<file path="src/rtl/singlecycle_pkg.sv">
// Shared types and field constants for the LCD store-port controller.
// Latency: n/a (declarations only).
// Backpressure: n/a.
// Contents: lcd_state_e FSM encoding, lcd_word_t (RS + DATA), LSU word field
// positions, clear/home command codes and counter-load helpers.
package singlecycle_pkg;

  typedef enum logic [2:0] {
    IDLE  = 3'd0,
    SETUP = 3'd1,
    PULSE = 3'd2,
    HOLD  = 3'd3,
    EXEC  = 3'd4
  } lcd_state_e;

  // One buffered panel write: register-select plus data byte.
  typedef struct packed {
    logic       rs;
    logic [7:0] dat;
  } lcd_word_t;

  localparam int         LCD_ON_BIT   = 31;
  localparam int         LCD_RS_BIT   = 8;
  localparam logic [7:0] LCD_CLR_CMD  = 8'h01;
  localparam logic [7:0] LCD_HOME_CMD = 8'h02;

  // Down-counter load for an N-cycle state; N=0 still occupies one cycle.
  function automatic int unsigned cyc_load(input int unsigned n);
    return (n == 0) ? 0 : n - 1;
  endfunction

  function automatic int unsigned max_u(input int unsigned a, input int unsigned b);
    return (a > b) ? a : b;
  endfunction

endpackage

</file>
<file path="src/rtl/lcd_fifo.sv">
// Small synchronous FIFO holding pending panel writes.
// Latency: a pushed entry is visible on rd_dat/rd_vld the cycle after the push.
// Backpressure: wr_rdy drops when full; pushes while full are ignored.
// Ports: i_clk/i_rst_n (sync active-low), wr_vld/wr_dat/wr_rdy write side,
// rd_vld/rd_dat/rd_rdy read side (rd_rdy pops the head entry).
module lcd_fifo #(
  parameter int DEPTH = 4,
  parameter int WIDTH = 9
) (
  input  logic             i_clk,
  input  logic             i_rst_n,
  input  logic             wr_vld,
  input  logic [WIDTH-1:0] wr_dat,
  output logic             wr_rdy,
  output logic             rd_vld,
  output logic [WIDTH-1:0] rd_dat,
  input  logic             rd_rdy
);

  localparam int AW = (DEPTH > 1) ? $clog2(DEPTH) : 1;

  logic [WIDTH-1:0] mem [DEPTH];
  logic [AW-1:0]    wr_ptr;
  logic [AW-1:0]    rd_ptr;
  logic [AW:0]      cnt;
  logic             push;
  logic             pop;

  assign wr_rdy = (cnt != (AW+1)'(DEPTH));
  assign rd_vld = (cnt != '0);
  assign push   = wr_vld && wr_rdy;
  assign pop    = rd_rdy && rd_vld;
  assign rd_dat = mem[rd_ptr];

  always_ff @(posedge i_clk) begin
    if (!i_rst_n) begin
      wr_ptr <= '0;
      rd_ptr <= '0;
      cnt    <= '0;
    end else begin
      if (push) begin
        wr_ptr <= (wr_ptr == AW'(DEPTH-1)) ? '0 : wr_ptr + 1'b1;
      end
      if (pop) begin
        rd_ptr <= (rd_ptr == AW'(DEPTH-1)) ? '0 : rd_ptr + 1'b1;
      end
      case ({push, pop})
        2'b10:   cnt <= cnt + 1'b1;
        2'b01:   cnt <= cnt - 1'b1;
        default: cnt <= cnt;
      endcase
    end
  end

  // Storage needs no reset: occupancy is tracked by cnt alone.
  always_ff @(posedge i_clk) begin
    if (push) begin
      mem[wr_ptr] <= wr_dat;
    end
  end

endmodule

</file>
<file path="src/rtl/lcd_ctrl.sv">
// HD44780-style write-only panel driver fed by LSU store words.
// Latency: EN rises T_SETUP_CYC+1 cycles after the accepting edge.
// Backpressure: o_lcd_rdy low while no room; a strobe without rdy is dropped and sets sticky o_lcd_ovf.
// Build option: define LCD_FIFO_EN for a 4-entry input FIFO; otherwise a single slot.
// Ports: i_clk, i_rst_n (sync active-low); i_lcd_data/i_lcd_vld/o_lcd_rdy store
// input ([31]=ON, [8]=RS, [7:0]=DATA); o_lcd_busy, o_lcd_ovf status;
// o_lcd_on/en/rs/rw/dat panel pins.
module lcd_ctrl
  import singlecycle_pkg::*;
#(
  parameter int unsigned T_SETUP_CYC = 2,
  parameter int unsigned T_PW_CYC    = 12,
  parameter int unsigned T_HOLD_CYC  = 1,
  parameter int unsigned T_EXEC_CYC  = 2000,
  parameter int unsigned T_CLR_CYC   = 82000
) (
  input  logic        i_clk,
  input  logic        i_rst_n,
  input  logic [31:0] i_lcd_data,
  input  logic        i_lcd_vld,
  output logic        o_lcd_rdy,
  output logic        o_lcd_busy,
  output logic        o_lcd_ovf,
  output logic        o_lcd_on,
  output logic        o_lcd_en,
  output logic        o_lcd_rs,
  output logic        o_lcd_rw,
  output logic [7:0]  o_lcd_dat
);

  localparam int unsigned CNT_MAX = max_u(max_u(max_u(T_SETUP_CYC, T_PW_CYC),
                                                max_u(T_HOLD_CYC, T_EXEC_CYC)),
                                          T_CLR_CYC);
  localparam int unsigned CNT_W   = (CNT_MAX > 1) ? $clog2(CNT_MAX) : 1;

  localparam logic [CNT_W-1:0] LD_SETUP = CNT_W'(cyc_load(T_SETUP_CYC));
  localparam logic [CNT_W-1:0] LD_PW    = CNT_W'(cyc_load(T_PW_CYC));
  localparam logic [CNT_W-1:0] LD_HOLD  = CNT_W'(cyc_load(T_HOLD_CYC));
  localparam logic [CNT_W-1:0] LD_EXEC  = CNT_W'(cyc_load(T_EXEC_CYC));
  localparam logic [CNT_W-1:0] LD_CLR   = CNT_W'(cyc_load(T_CLR_CYC));

  lcd_state_e       state_q;
  lcd_state_e       state_d;
  logic [CNT_W-1:0] cnt_q;
  logic [CNT_W-1:0] cnt_d;

  logic             run_q;      // low during reset and the first cycle after it
  logic             lcd_en_q;
  logic             lcd_rs_q;
  logic [7:0]       lcd_dat_q;
  logic             lcd_on_q;
  logic             lcd_ovf_q;

  logic             lcd_rdy;
  logic             accept;
  logic             take;       // IDLE consumes the pending word this cycle
  logic             word_vld;
  lcd_word_t        word;
  lcd_word_t        word_in;
  logic             slow_cmd;
  logic             unused_bits;

  // ---------------------------------------------------------------
  // Field decode
  // ---------------------------------------------------------------
  assign word_in     = '{rs: i_lcd_data[LCD_RS_BIT], dat: i_lcd_data[7:0]};
  assign unused_bits = ^i_lcd_data[30:9];
  assign accept      = i_lcd_vld && lcd_rdy;

  // ---------------------------------------------------------------
  // Input buffering
  // ---------------------------------------------------------------
`ifdef LCD_FIFO_EN
  logic fifo_wr_rdy;

  lcd_fifo #(
    .DEPTH (4),
    .WIDTH ($bits(lcd_word_t))
  ) u_fifo (
    .i_clk   (i_clk),
    .i_rst_n (i_rst_n),
    .wr_vld  (accept),
    .wr_dat  (word_in),
    .wr_rdy  (fifo_wr_rdy),
    .rd_vld  (word_vld),
    .rd_dat  (word),
    .rd_rdy  (take)
  );

  assign lcd_rdy = run_q && fifo_wr_rdy;
`else
  logic      slot_vld_q;
  lcd_word_t slot_q;

  // The slot stays occupied for the one IDLE cycle before SETUP, so rdy
  // also waits for it to drain; otherwise a second word could overwrite it.
  assign lcd_rdy  = run_q && (state_q == IDLE) && !slot_vld_q;
  assign word_vld = slot_vld_q;
  assign word     = slot_q;

  always_ff @(posedge i_clk) begin
    if (!i_rst_n) begin
      slot_vld_q <= 1'b0;
      slot_q     <= '0;
    end else if (accept) begin
      slot_vld_q <= 1'b1;
      slot_q     <= word_in;
    end else if (take) begin
      slot_vld_q <= 1'b0;
    end
  end
`endif

  // Clear (0x01) and home (0x02/0x03) share the long execution time.
  assign slow_cmd = !lcd_rs_q &&
                    ((lcd_dat_q[7:1] == LCD_CLR_CMD[7:1]) ||
                     (lcd_dat_q[7:1] == LCD_HOME_CMD[7:1]));

  // ---------------------------------------------------------------
  // FSM: next state and counter
  // ---------------------------------------------------------------
  always_comb begin
    state_d = state_q;
    cnt_d   = (cnt_q != '0) ? cnt_q - 1'b1 : cnt_q;
    take    = 1'b0;
    unique case (state_q)
      IDLE: begin
        if (word_vld) begin
          take    = 1'b1;
          state_d = SETUP;
          cnt_d   = LD_SETUP;
        end
      end
      SETUP: begin
        if (cnt_q == '0) begin
          state_d = PULSE;
          cnt_d   = LD_PW;
        end
      end
      PULSE: begin
        if (cnt_q == '0) begin
          state_d = HOLD;
          cnt_d   = LD_HOLD;
        end
      end
      HOLD: begin
        if (cnt_q == '0) begin
          state_d = EXEC;
          cnt_d   = slow_cmd ? LD_CLR : LD_EXEC;
        end
      end
      EXEC: begin
        if (cnt_q == '0) begin
          state_d = IDLE;
          cnt_d   = '0;
        end
      end
      default: begin
        state_d = IDLE;
        cnt_d   = '0;
      end
    endcase
  end

  // ---------------------------------------------------------------
  // State and output registers
  // ---------------------------------------------------------------
  always_ff @(posedge i_clk) begin
    if (!i_rst_n) begin
      state_q   <= IDLE;
      cnt_q     <= '0;
      run_q     <= 1'b0;
      lcd_en_q  <= 1'b0;
      lcd_rs_q  <= 1'b0;
      lcd_dat_q <= 8'h00;
      lcd_on_q  <= 1'b0;
      lcd_ovf_q <= 1'b0;
    end else begin
      state_q  <= state_d;
      cnt_q    <= cnt_d;
      run_q    <= 1'b1;
      // EN registered from the next state so the pin is glitch-free.
      lcd_en_q <= (state_d == PULSE);
      if (take) begin
        lcd_rs_q  <= word.rs;
        lcd_dat_q <= word.dat;
      end
      if (accept) begin
        lcd_on_q <= i_lcd_data[LCD_ON_BIT];
      end
      if (i_lcd_vld && !lcd_rdy) begin
        lcd_ovf_q <= 1'b1;
      end
    end
  end

  assign o_lcd_rdy  = lcd_rdy;
  assign o_lcd_busy = (state_q != IDLE);
  assign o_lcd_ovf  = lcd_ovf_q;
  assign o_lcd_on   = lcd_on_q;
  assign o_lcd_en   = lcd_en_q;
  assign o_lcd_rs   = lcd_rs_q;
  assign o_lcd_rw   = 1'b0;
  assign o_lcd_dat  = lcd_dat_q;

endmodule
</file>
<file path="config.mk">
export PLATFORM = sky130hd
export DESIGN_NAME = lcd_ctrl
export DESIGN_NICKNAME = d
export VERILOG_FILES = /design/src/rtl/singlecycle_pkg.sv /design/src/rtl/lcd_fifo.sv /design/src/rtl/lcd_ctrl.sv
export SDC_FILE = /design/constraint.sdc
export NUM_CORES = 1
export LEC_CHECK = 0
export CAP_MARGIN = 10
export CORE_ASPECT_RATIO = 1.75
export CORE_UTILIZATION = 27
export CTS_CLUSTER_SIZE = 8
export DETAILED_ROUTE_END_ITERATION = 12
export GPL_ROUTABILITY_DRIVEN = 1
export PLACE_DENSITY = 0.47
export SYNTH_ARGS = -nofsm -noshare
export SYNTH_HDL_FRONTEND = slang
export SYNTH_SLANG_ARGS = --single-unit
</file>
<file path="constraint.sdc">
create_clock -name i_clk -period 2.2 [get_ports i_clk]
set_input_delay 0.44 -clock i_clk [delete_from_list [all_inputs] [get_ports i_clk]]
set_output_delay 0.44 -clock i_clk [all_outputs]
set_load 0.03 [all_outputs]
</file>
==> flow_summary.yaml <==
run_status:
  status: "complete, but fails checks"
  violations: "negative setup slack"
timing:
  fin_crit_ns: 2.27
  max_freq_ghz: 0.441
  slew_viol_final: 0
  skew_ns: 0.00667
  timing.final.crit_share_pct: 103
  rsz0062_at_grt: "true"
  hold_ws_ns: 0.465
  final_hold_viol_count: 0
  setup_viol: 2
  worst_slack_ns: -0.0672
  totalNegativeSetupSlack_ns: -0.0920
finish:
  area_delta_synth_final_pct: 38.8
  nNetsFinal: 347
  drive_gt1_share_pct: 22.0
  n_antenna_cell: 0
  fillers: 803
  fin_util_pct: 38.6
route:
  wirelength_mm: 5.56
  routedWlPerCell_um: 14.0
  drc_errors: 0
  dr.pass1.iters: 3
  drtAntennaViolNets: 0
  via_count: 1947
  drtIter0Drc: 42
  viasPerCell: 4.90
yosys:
  syn_inst: 248
  synth-main-ff-cell: "dfxtp_1"
  ys_ff_latch: 43
  syn_nets: 287
  synth_warnings: 0
  synth.most_common_cell: "dfxtp_1"
  syn_area_um2: 2090
  async_flop_share_pct: 0
  synth_top_area_share_pct: 41.1
  synth-edff-count: 0
  seq_area_frac_synth_pct: 41.1
  yosysTopAreaCell: "dfxtp_1"
  synthTopCellsByCount: "43 x dfxtp_1, 35 x nand2_1, 22 x nor2_1"
  postSynthAreaPerCell_um2: 8.44
  ys_top_cells_by_area: "dfxtp_1 41%, nand2_1 6.3%, mux2i_1 4.8%"
  netlist-cell-type-count: 45
setup_path:
  arrival_ns: 2.50
  path_class: "flop to flop"
  critPathRequiredTime_ns: 2.43
  end_kind: "flop"
  start_kind: "flop"
  crit_fanout: 3
power_and_ir_drop:
  ir_drop_uv: 626
  leakagePower_nw: 1.16
  power_density_nw_per_um2: 1300
floorplanning:
  std_cell_rows: 42
  dieArea_um2: 8120
  die_h_um: 118
  fp.coreArea_um2: 7510
  die_width_um: 68.5
  io_pins: 50
  floorplan.initialDensity_pct: 27.8
global_route:
  antenna_found_initial: 0
  grt_max_degree: 22
  grt.overflow.total: 0
  grt_use_total_pct: 15.3
  first_global_vias: 1951
  grt_pass1_wl_mm: 9.12
clocking:
  path_clk_slew_ns: 0.06
  cts_root_buf: "clkbuf_16"
  cts_sinks: 43
  cts_max_path_buffers: 2
  hold_buffers: 0
  cts_tree: "yes"
  insertion_delay_ns: 0.29
  cts_buffers: 5
  ctsHtreeMaxLevel: 2
placed_design:
  placement.io_buffers: 26
  dpl_worst_slack_ns: -0.0979
  gp_congestion: 0.807
  dp_hpwl_mm: 4.28
flow_run:
  drv_cap: 0
min_path:
  hp-class: "flop to flop"
-- power breakdown --
group	switching, mW	internal [mW]
Clock	0.309	0.419
Combinational	1.01	1.02
Sequential	0.0895	0.929
Total	1.41	2.37
-- registers in the layout, summed over array words and instances, names as in the netlist --
register	flops
cnt_q	17
o_lcd_dat	8
o_lcd_en	1
o_lcd_on	1
o_lcd_ovf	1
o_lcd_rs	1
run_q	1
slot_q	9
slot_vld_q	1
state_q	3
-- layer usage --
layer	global-route usage (%)	vias up	routed length (um)	share of wire, %
met4	9.38	0	255	4.6
met1	14.5	914	2020	36
met3	3.19	16	136	2.4
met2	27.9	35	3140	57
met5	0	-	0	0
li1	-	982	-	-
-- path summary, 6_finish.rpt --
path                                                start                   endpoint  slack, ns  depth (start not counted)
worst min register to register  o_lcd_dat[1]$_SDFFE_PN0P_  o_lcd_dat[1]$_SDFFE_PN0P_       0.47                          2
worst max-delay path                  cnt_q[0]$_SDFF_PN0_        cnt_q[0]$_SDFF_PN0_      -0.07                         11
worst max register to register        cnt_q[0]$_SDFF_PN0_        cnt_q[0]$_SDFF_PN0_      -0.07                         11
worst min-delay path            o_lcd_dat[1]$_SDFFE_PN0P_  o_lcd_dat[1]$_SDFFE_PN0P_       0.47                          2
-- placed cells by master (no fill, tap or decap), drive strengths merged, types with 3 or more instances in the layout --
master	n
nand3	3
ha	4
and2	4
a21boi	10
a21oi	12
xnor2	9
nand2	35
nor4	7
inv	7
mux2i	10
dfxtp	43
o31ai	3
o21ai	14
nor2	22
or4	5
clkbuf	6
nor2b	11
nor3	12
buf	39
clkdlybuf4s50	25
-- area by class of cell --
class,count,area [um^2],area share [%]
flip-flops and latches,43,863,29.7
multi-input cells,187,1200,41.4
clock buffers,6,129,4.44
repair buffers,64,559,19.3
well taps,88,110,3.79
inverters,7,26.3,0.905
clock inverters,2,12.5,0.431
-- worst max-delay path: stages, from the launching register on --
cell	delay [ns]
dfxtp_2	0.32
inv_2	0.05
ha_2	0.15
or4b_4	0.47
nor4_4	0.30
inv_2	0.10
ha_4	0.22
inv_2	0.05
o21ai_2	0.04
mux2_4	0.27
o21ai_2	0.11
and2_1	0.12
-- timing repair --
action                     CTS  global route
buffers inserted             0             0
setup endpoints to repair   12            17
gates resized for setup      4             7
pin swaps                    2             1
-- stage by stage --
| stage | cell area, um^2 | cells | power (mW) |
|---|---|---|---|
| after floorplan | 2110 | 248 | 2.23 |
| after global placement | 2730 | 389 | 3.01 |
| after detailed placement | 2730 | 389 | 3.01 |
| after CTS | 2880 | 397 | 3.77 |
| after global routing | 2900 | 397 | 4.07 |
| final | 2900 | 397 | 3.77 |
-- kinds of logic after synthesis --
logic type	count (synthesis)	synth area share, %
AO/OA/AOI/OAI	47	14.5
XOR/XNOR	11	4.61
adder cells (fa/ha/maj)	4	2.39
buffers and inverters	18	3.47
flip-flops	43	41.1
multiplexers	11	5.32
other	1	0.179
AND/OR/NAND/NOR	113	28.4
(Power assumes the default switching activity.)
